## src/rtl/lmdpl_nor_seq_if.sv

```systemverilog
// lmdpl_nor_seq_if
// Bundles the two sides of the LMDPL NOR sequencer:
//   requester side : start, in0, in1, reseed, seed -> busy, done, out
//   gate side      : precharge, g_in0, g_in1, m_in0, m_in1, m_out -> g_out
// Modports:
//   slave  - the sequencer (receives requests, drives the gate)
//   master - the requester together with the gate datapath
// Handshake: start is a level sampled on a rising edge while busy is low.
// The operation it launches ends with a one-cycle done pulse, and out is
// valid from that cycle until the next capture. While busy is high, start,
// reseed and the operands are ignored and never queued.
interface lmdpl_nor_seq_if;
  logic        start;
  logic        in0;
  logic        in1;
  logic        reseed;
  logic [15:0] seed;
  logic        busy;
  logic        done;
  logic        out;
  logic        precharge;
  logic        g_in0;
  logic        g_in1;
  logic        m_in0;
  logic        m_in1;
  logic        m_out;
  logic        g_out;

  modport slave (
    input  start, in0, in1, reseed, seed, g_out,
    output busy, done, out, precharge, g_in0, g_in1, m_in0, m_in1, m_out
  );

  modport master (
    output start, in0, in1, reseed, seed, g_out,
    input  busy, done, out, precharge, g_in0, g_in1, m_in0, m_in1, m_out
  );
endinterface

```

## src/rtl/lmdpl_nor_seq.sv

```systemverilog
// lmdpl_nor_seq
// Sequences one LMDPL masked NOR gate. Each operation draws fresh masks
// from a 16-bit Fibonacci LFSR, holds the gate in precharge for PRE_CYCLES,
// opens the evaluate window for EVAL_CYCLES and captures the unmasked
// result on the last evaluate cycle.
// Ports:
//   clk       - clock, rising edge
//   rst_n     - asynchronous active-low reset
//   sif       - slave side of lmdpl_nor_seq_if (requester and gate signals)
//   dbg_state - current FSM state encoding, for observation only
// Every output is either a register or a decode of the state register, so
// there is no combinational path from any input to any output.
module lmdpl_nor_seq #(
  parameter int          PRE_CYCLES  = 2,
  parameter int          EVAL_CYCLES = 2,
  parameter logic [15:0] LFSR_SEED   = 16'hACE1
) (
  input  logic                 clk,
  input  logic                 rst_n,
  lmdpl_nor_seq_if.slave       sif,
  output logic [2:0]           dbg_state
);

  localparam int MAX_CYCLES = (PRE_CYCLES > EVAL_CYCLES) ? PRE_CYCLES : EVAL_CYCLES;
  localparam int CW         = $clog2(MAX_CYCLES + 1);
  localparam logic [CW-1:0] PRE_LAST  = CW'(PRE_CYCLES - 1);
  localparam logic [CW-1:0] EVAL_LAST = CW'(EVAL_CYCLES - 1);

  typedef enum logic [2:0] {
    IDLE = 3'd0,
    MASK = 3'd1,
    PRE  = 3'd2,
    EVAL = 3'd3,
    DONE = 3'd4
  } state_t;

  state_t        state;
  logic [CW-1:0] cnt;
  logic [15:0]   lfsr;
  logic [15:0]   lfsr_next;
  logic [15:0]   seed_val;
  logic          g_in0_q, g_in1_q;
  logic          m_in0_q, m_in1_q, m_out_q;
  logic          out_q;

  // x^16+x^14+x^13+x^11+1, maximal length, so a nonzero state stays nonzero.
  always_comb begin
    lfsr_next = {lfsr[14:0], lfsr[15] ^ lfsr[13] ^ lfsr[12] ^ lfsr[10]};
    seed_val  = (sif.seed == 16'd0) ? LFSR_SEED : sif.seed;
  end

  always_ff @(posedge clk or negedge rst_n) begin
    if (!rst_n) begin
      state   <= IDLE;
      cnt     <= '0;
      lfsr    <= LFSR_SEED;
      g_in0_q <= 1'b0;
      g_in1_q <= 1'b0;
      m_in0_q <= 1'b0;
      m_in1_q <= 1'b0;
      m_out_q <= 1'b0;
      out_q   <= 1'b0;
    end else begin
      case (state)
        IDLE: begin
          // start has priority; a simultaneous reseed is dropped.
          if (sif.start) begin
            g_in0_q <= sif.in0;
            g_in1_q <= sif.in1;
            state   <= MASK;
          end else if (sif.reseed) begin
            lfsr <= seed_val;
          end
        end
        MASK: begin
          // Masks come from the stepped value and hold until the next MASK.
          lfsr    <= lfsr_next;
          m_in0_q <= lfsr_next[0];
          m_in1_q <= lfsr_next[1];
          m_out_q <= lfsr_next[2];
          cnt     <= '0;
          state   <= PRE;
        end
        PRE: begin
          if (cnt == PRE_LAST) begin
            cnt   <= '0;
            state <= EVAL;
          end else begin
            cnt <= cnt + 1'b1;
          end
        end
        EVAL: begin
          if (cnt == EVAL_LAST) begin
            out_q <= sif.g_out;
            cnt   <= '0;
            state <= DONE;
          end else begin
            cnt <= cnt + 1'b1;
          end
        end
        DONE:    state <= IDLE;
        default: state <= IDLE;
      endcase
    end
  end

  assign sif.busy      = (state != IDLE);
  assign sif.done      = (state == DONE);
  assign sif.precharge = (state != EVAL);
  assign sif.out       = out_q;
  assign sif.g_in0     = g_in0_q;
  assign sif.g_in1     = g_in1_q;
  assign sif.m_in0     = m_in0_q;
  assign sif.m_in1     = m_in1_q;
  assign sif.m_out     = m_out_q;
  assign dbg_state     = state;

endmodule
```

## src/flat_wrapper.sv

```systemverilog
// flat-port wrapper written by rule: the top's interface ports become plain ports
module lmdpl_nor_seq_flat 
#(
  parameter int          PRE_CYCLES  = 2,
  parameter int          EVAL_CYCLES = 2,
  parameter logic [15:0] LFSR_SEED   = 16'hACE1
)
  (clk, rst_n, dbg_state, sif_start, sif_in0, sif_in1, sif_reseed, sif_seed, sif_g_out, sif_busy, sif_done, sif_out, sif_precharge, sif_g_in0, sif_g_in1, sif_m_in0, sif_m_in1, sif_m_out);
  lmdpl_nor_seq_if sif_i ();
  input  logic clk;
  input  logic rst_n;
  output logic [2:0] dbg_state;
  input wire logic [$bits(sif_i.start)-1:0] sif_start;
  input wire logic [$bits(sif_i.in0)-1:0] sif_in0;
  input wire logic [$bits(sif_i.in1)-1:0] sif_in1;
  input wire logic [$bits(sif_i.reseed)-1:0] sif_reseed;
  input wire logic [$bits(sif_i.seed)-1:0] sif_seed;
  input wire logic [$bits(sif_i.g_out)-1:0] sif_g_out;
  output wire logic [$bits(sif_i.busy)-1:0] sif_busy;
  output wire logic [$bits(sif_i.done)-1:0] sif_done;
  output wire logic [$bits(sif_i.out)-1:0] sif_out;
  output wire logic [$bits(sif_i.precharge)-1:0] sif_precharge;
  output wire logic [$bits(sif_i.g_in0)-1:0] sif_g_in0;
  output wire logic [$bits(sif_i.g_in1)-1:0] sif_g_in1;
  output wire logic [$bits(sif_i.m_in0)-1:0] sif_m_in0;
  output wire logic [$bits(sif_i.m_in1)-1:0] sif_m_in1;
  output wire logic [$bits(sif_i.m_out)-1:0] sif_m_out;
  assign sif_i.start = sif_start;
  assign sif_i.in0 = sif_in0;
  assign sif_i.in1 = sif_in1;
  assign sif_i.reseed = sif_reseed;
  assign sif_i.seed = sif_seed;
  assign sif_i.g_out = sif_g_out;
  assign sif_busy = sif_i.busy;
  assign sif_done = sif_i.done;
  assign sif_out = sif_i.out;
  assign sif_precharge = sif_i.precharge;
  assign sif_g_in0 = sif_i.g_in0;
  assign sif_g_in1 = sif_i.g_in1;
  assign sif_m_in0 = sif_i.m_in0;
  assign sif_m_in1 = sif_i.m_in1;
  assign sif_m_out = sif_i.m_out;
  lmdpl_nor_seq #(.PRE_CYCLES(PRE_CYCLES), .EVAL_CYCLES(EVAL_CYCLES), .LFSR_SEED(LFSR_SEED)) u_core (.clk(clk), .rst_n(rst_n), .sif(sif_i), .dbg_state(dbg_state));
endmodule
```

## config.mk

```make
export PLATFORM = sky130hd
export DESIGN_NAME = lmdpl_nor_seq_flat
export DESIGN_NICKNAME = d
export VERILOG_FILES = /design/src/rtl/lmdpl_nor_seq_if.sv /design/src/rtl/lmdpl_nor_seq.sv /design/src/flat_wrapper.sv
export SDC_FILE = /design/constraint.sdc
export NUM_CORES = 1
export LEC_CHECK = 0
export CAP_MARGIN = 30
export CORE_MARGIN = 4
export CORE_UTILIZATION = 25
export DETAILED_ROUTE_END_ITERATION = 7
export PLACE_DENSITY = 0.48
export SETUP_SLACK_MARGIN = 0.4
export SLEW_MARGIN = 20
export SYNTH_ARGS = -nofsm -noshare
export SYNTH_HDL_FRONTEND = slang
export SYNTH_SLANG_ARGS = --single-unit
export TNS_END_PERCENT = 5
```

## constraint.sdc

```tcl
create_clock -name clk -period 1.66 [get_ports clk]
set_input_delay 0.415 -clock clk [delete_from_list [all_inputs] [get_ports clk]]
set_output_delay 0.415 -clock clk [all_outputs]
set_load 0.02 [all_outputs]
```

==> metrics <==
clock group share of total power 10.6%; adder-cell share of the synthesized area 0%; CP max-delay cell dfrtp_2; vias in the first global route between 1k and 1.5k; critical path cell sequence or3_4 -> buf_6; Via-to-Cell Ratio about 4.4; CP Max Fanout 4; Synth top cells by count nand2_1 (22), dfrtp_1 (19), nor2_1 (10), a31oi_1 (9), o21a_1 (9); async set or reset register ratio after synthesis 100%; reg-to-reg setup timing slack 0.16 ns; Achievable Freq roughly 0.61 GHz; Worst-path clk slew about 0.1 ns; crit path DAT between 1 and 1.5 ns; Detailed Place HPWL roughly 2300 um; Critical Path RT about 1.2 ns; Core ar. between 5000 and 6000 um2; Vias ~1.1k; Power Dens Cells roughly 1800 nW/um2; wirelength, routed 3170 um; net switching power between 1 and 1.5 mW; largest net degree at the start of global routing 28; Max-slew headroom between 70% and 80%; post-synthesis cell type count 30; XOR/XNOR share of the synthesized area between 1.5 and 2%; Final Hold Viols 0; largest cells by area after synthesis dfrtp_1 (36%), dfstp_2 (16%), nand2_1 (6.3%), o22a_1 (5.3%), o21a_1 (5.1%); Seq/Total Area, Yosys between 50% and 60%; area leader, netlist dfrtp_1; Yosys top cell area share a little over a third; simple-gate share of the synthesized area between 15 and 20%; detailed router's first-iteration violation count 29; Max Root-Sink Buffers 2; Worst setup SP type flop; hold wc startpoint sif_seed[6]; GRT Total Usage roughly a tenth; synthesized flop and latch total 27; placed inst area approximately 1800 um2; CP Capture Type primary output; switch share 37.3%; main combinational cell family by area after synthesis simple AND/OR/NAND/NOR gates; port bufs 34; ant diodes 0; end of the worst hold path u_core.lfsr[6]$_DFFE_PN1P_; Sequential Power Share between 30% and 40%; Leak approximately 0.9 nW; maximum capacitance violations 0; Primary FF master, synth dfrtp_1; nets between 150 and 200; top-count cell post-synth nand2_1; status finished, final reports clean; total chip power between 3 and 4 mW; final setup vio count 0; Clock Tree Root clkbuf_8; post-route cell area between 1500 and 2000 um2; fill count around 530; Die ar. about 6500 um2; Logic pwr share around 54%; Worst Path Buf+Inv 1; DR pass1 iterations 4; IO Pins 35; Hold WC Path Type in2reg; cts bufs inserted 3; Die W 80.5 um; Critical R2R Launch u_core.dbg_state[1]$_DFFE_PN0P_; R2R cell count 4; FP Rows 26; Final ANT Viol Nets 0; Remaining DRCs 0; CP peak stage delay roughly 0.43 ns; proportion of synthesized area in mux cells between 4 and 5%; Initial Utilization between 20% and 30%; compound-cell area share of the yosys netlist between 10% and 20%; RSZ-0062 raised after global routing true; Peak supply drop a little over 0.6 mV; initial antenna violation count 0; CP delay by family, top flip-flops; Chip Height 80.5 um; clock skew a little over 0.005 ns; htree depth 1; Avg Inst Size Synth around 11 um2; Synth Net Count around 140; Hold Path Depth 2; first-pass GRT wire length slightly above 5000 um; clk_lat worst skew approximately 0.27 ns; synth warn 0; cell internal pwr 2.24 mW; R2R Path End u_core.sif.g_in0$_DFFE_PN0P_; post-synthesis cell area 1320 um2; CTS tree done; Placer Congestion slightly below 0.8; clock period minus worst slack 1.65 ns; Least-Margin Pin Slew 0.351 ns; period utilization between 90 and 100%; Layout area overhead 48.5%; Post-Synthesis Cells 120; critical path class reg2out; CTS Sinks 27; post-CTS setup buffers 0; share of cells above drive strength 1 between 30 and 40%; wire per inst approximately 13 um; number of flops mapped to enable cells by yosys 0; GRT overflow 0; final slew viol count 0
==> worst register-to-register path, stage by stage (launching register included) <==
cell and delay [ns]:
dfrtp_2 0.43, or3_4 0.40, buf_4 0.15, nor2_4 0.12, mux2_4 0.30
==> cells by family (layout without fill, tap and decap cells) <==
family                    Yosys count  after routing
AOI/OAI and AO/OA                  30             30
buffers and inverters               7             57
and+or+nand+nor                    48             48
muxes                               5              5
xor gates and xnor gates            3              3
DFF                                27             27
==> through the flow <==
step | hold slack, ns | util, % | TNS [ns] | cells | setup WS (ns)
global route | 0.449 | 38.2 | -0.0260 | 240 | -0.0260
finish | 0.442 | 38.2 | 0 | 240 | 0.0113
global placement | 0.467 | 36.0 | -1.66 | 236 | -0.245
CTS | 0.496 | 36.9 | 0 | 240 | 0.000465
floorplan | 0.119 | - | 0 | 120 | 0.0964
detailed placement | 0.463 | 36.0 | -2.12 | 236 | -0.297
==> worst max path at each step <==
stage,depth (start not counted),end,from
floorplan,4,u_core.sif.g_in0$_DFFE_PN0P_,u_core.dbg_state[0]$_DFFE_PN0P_
global placement,5,u_core.lfsr[0]$_DFFE_PN1P_,sif_seed[10]
detailed placement,5,u_core.lfsr[0]$_DFFE_PN1P_,sif_seed[13]
CTS,2,sif_busy,u_core.dbg_state[1]$_DFFE_PN0P_
global route,2,sif_busy,u_core.dbg_state[1]$_DFFE_PN0P_
finish,2,sif_busy,u_core.dbg_state[1]$_DFFE_PN0P_
==> cell type report <==
cell class	instances	area (um2)	share of cell area (%)
clock buffer	4	45.0	2.31
inverter	1	3.75	0.192
multi-input combinational	86	623	31.9
sequential	27	688	35.2
tap	70	87.6	4.48
timing repair buffer	52	505	25.9
==> power groups by stage <==
stage	logic (mW)	clock network, mW	registers [mW]
after floorplan	1.12	0	1.36
after global placement	1.85	0	1.27
after detailed placement	1.88	0	1.28
after CTS	1.83	0.390	1.28
after global routing	2.10	0.419	1.33
final	1.91	0.379	1.28
==> flip-flops by register name, indices dropped and copies added, names as in the netlist <==
signal,count
u_core.lfsr,16
u_core.dbg_state,3
u_core.cnt,2
u_core.sif.g_in0,1
u_core.sif.g_in1,1
u_core.sif.m_in0,1
u_core.sif.m_in1,1
u_core.sif.m_out,1
u_core.sif.out,1
==> cells in the final DEF, fill, tap and decap left out, types with 3 or more instances in the layout <==
cell	Yosys	routed
a31oi_1	9	9
buf_4	2	16
buf_6	3	7
clkbuf_8	0	3
clkdlybuf4s50_1	0	13
dfrtp_1	19	17
dfstp_2	8	8
dlymetal6s2s_1	0	9
nand2_1	22	21
nor2_1	10	10
nor4_2	0	3
o21a_1	9	9
o22a_1	8	8
==> what timing repair did <==
item	4_1_cts	5_1_grt
pin swaps	1	11
endpoints found under the setup margin	34	34
resized for setup	20	56
hold buffers	0	0
==> metal layers <==
metal,up-vias,routed length [um],track usage (%),part of all wire [%]
li1,524,-,-,-
met1,511,1500,12.8,47
met2,30,1500,18.1,47
met3,2,159,1.68,5.0
met4,0,10,2.53,0.32
met5,-,0,0,0
(Power assumes the default switching activity.)
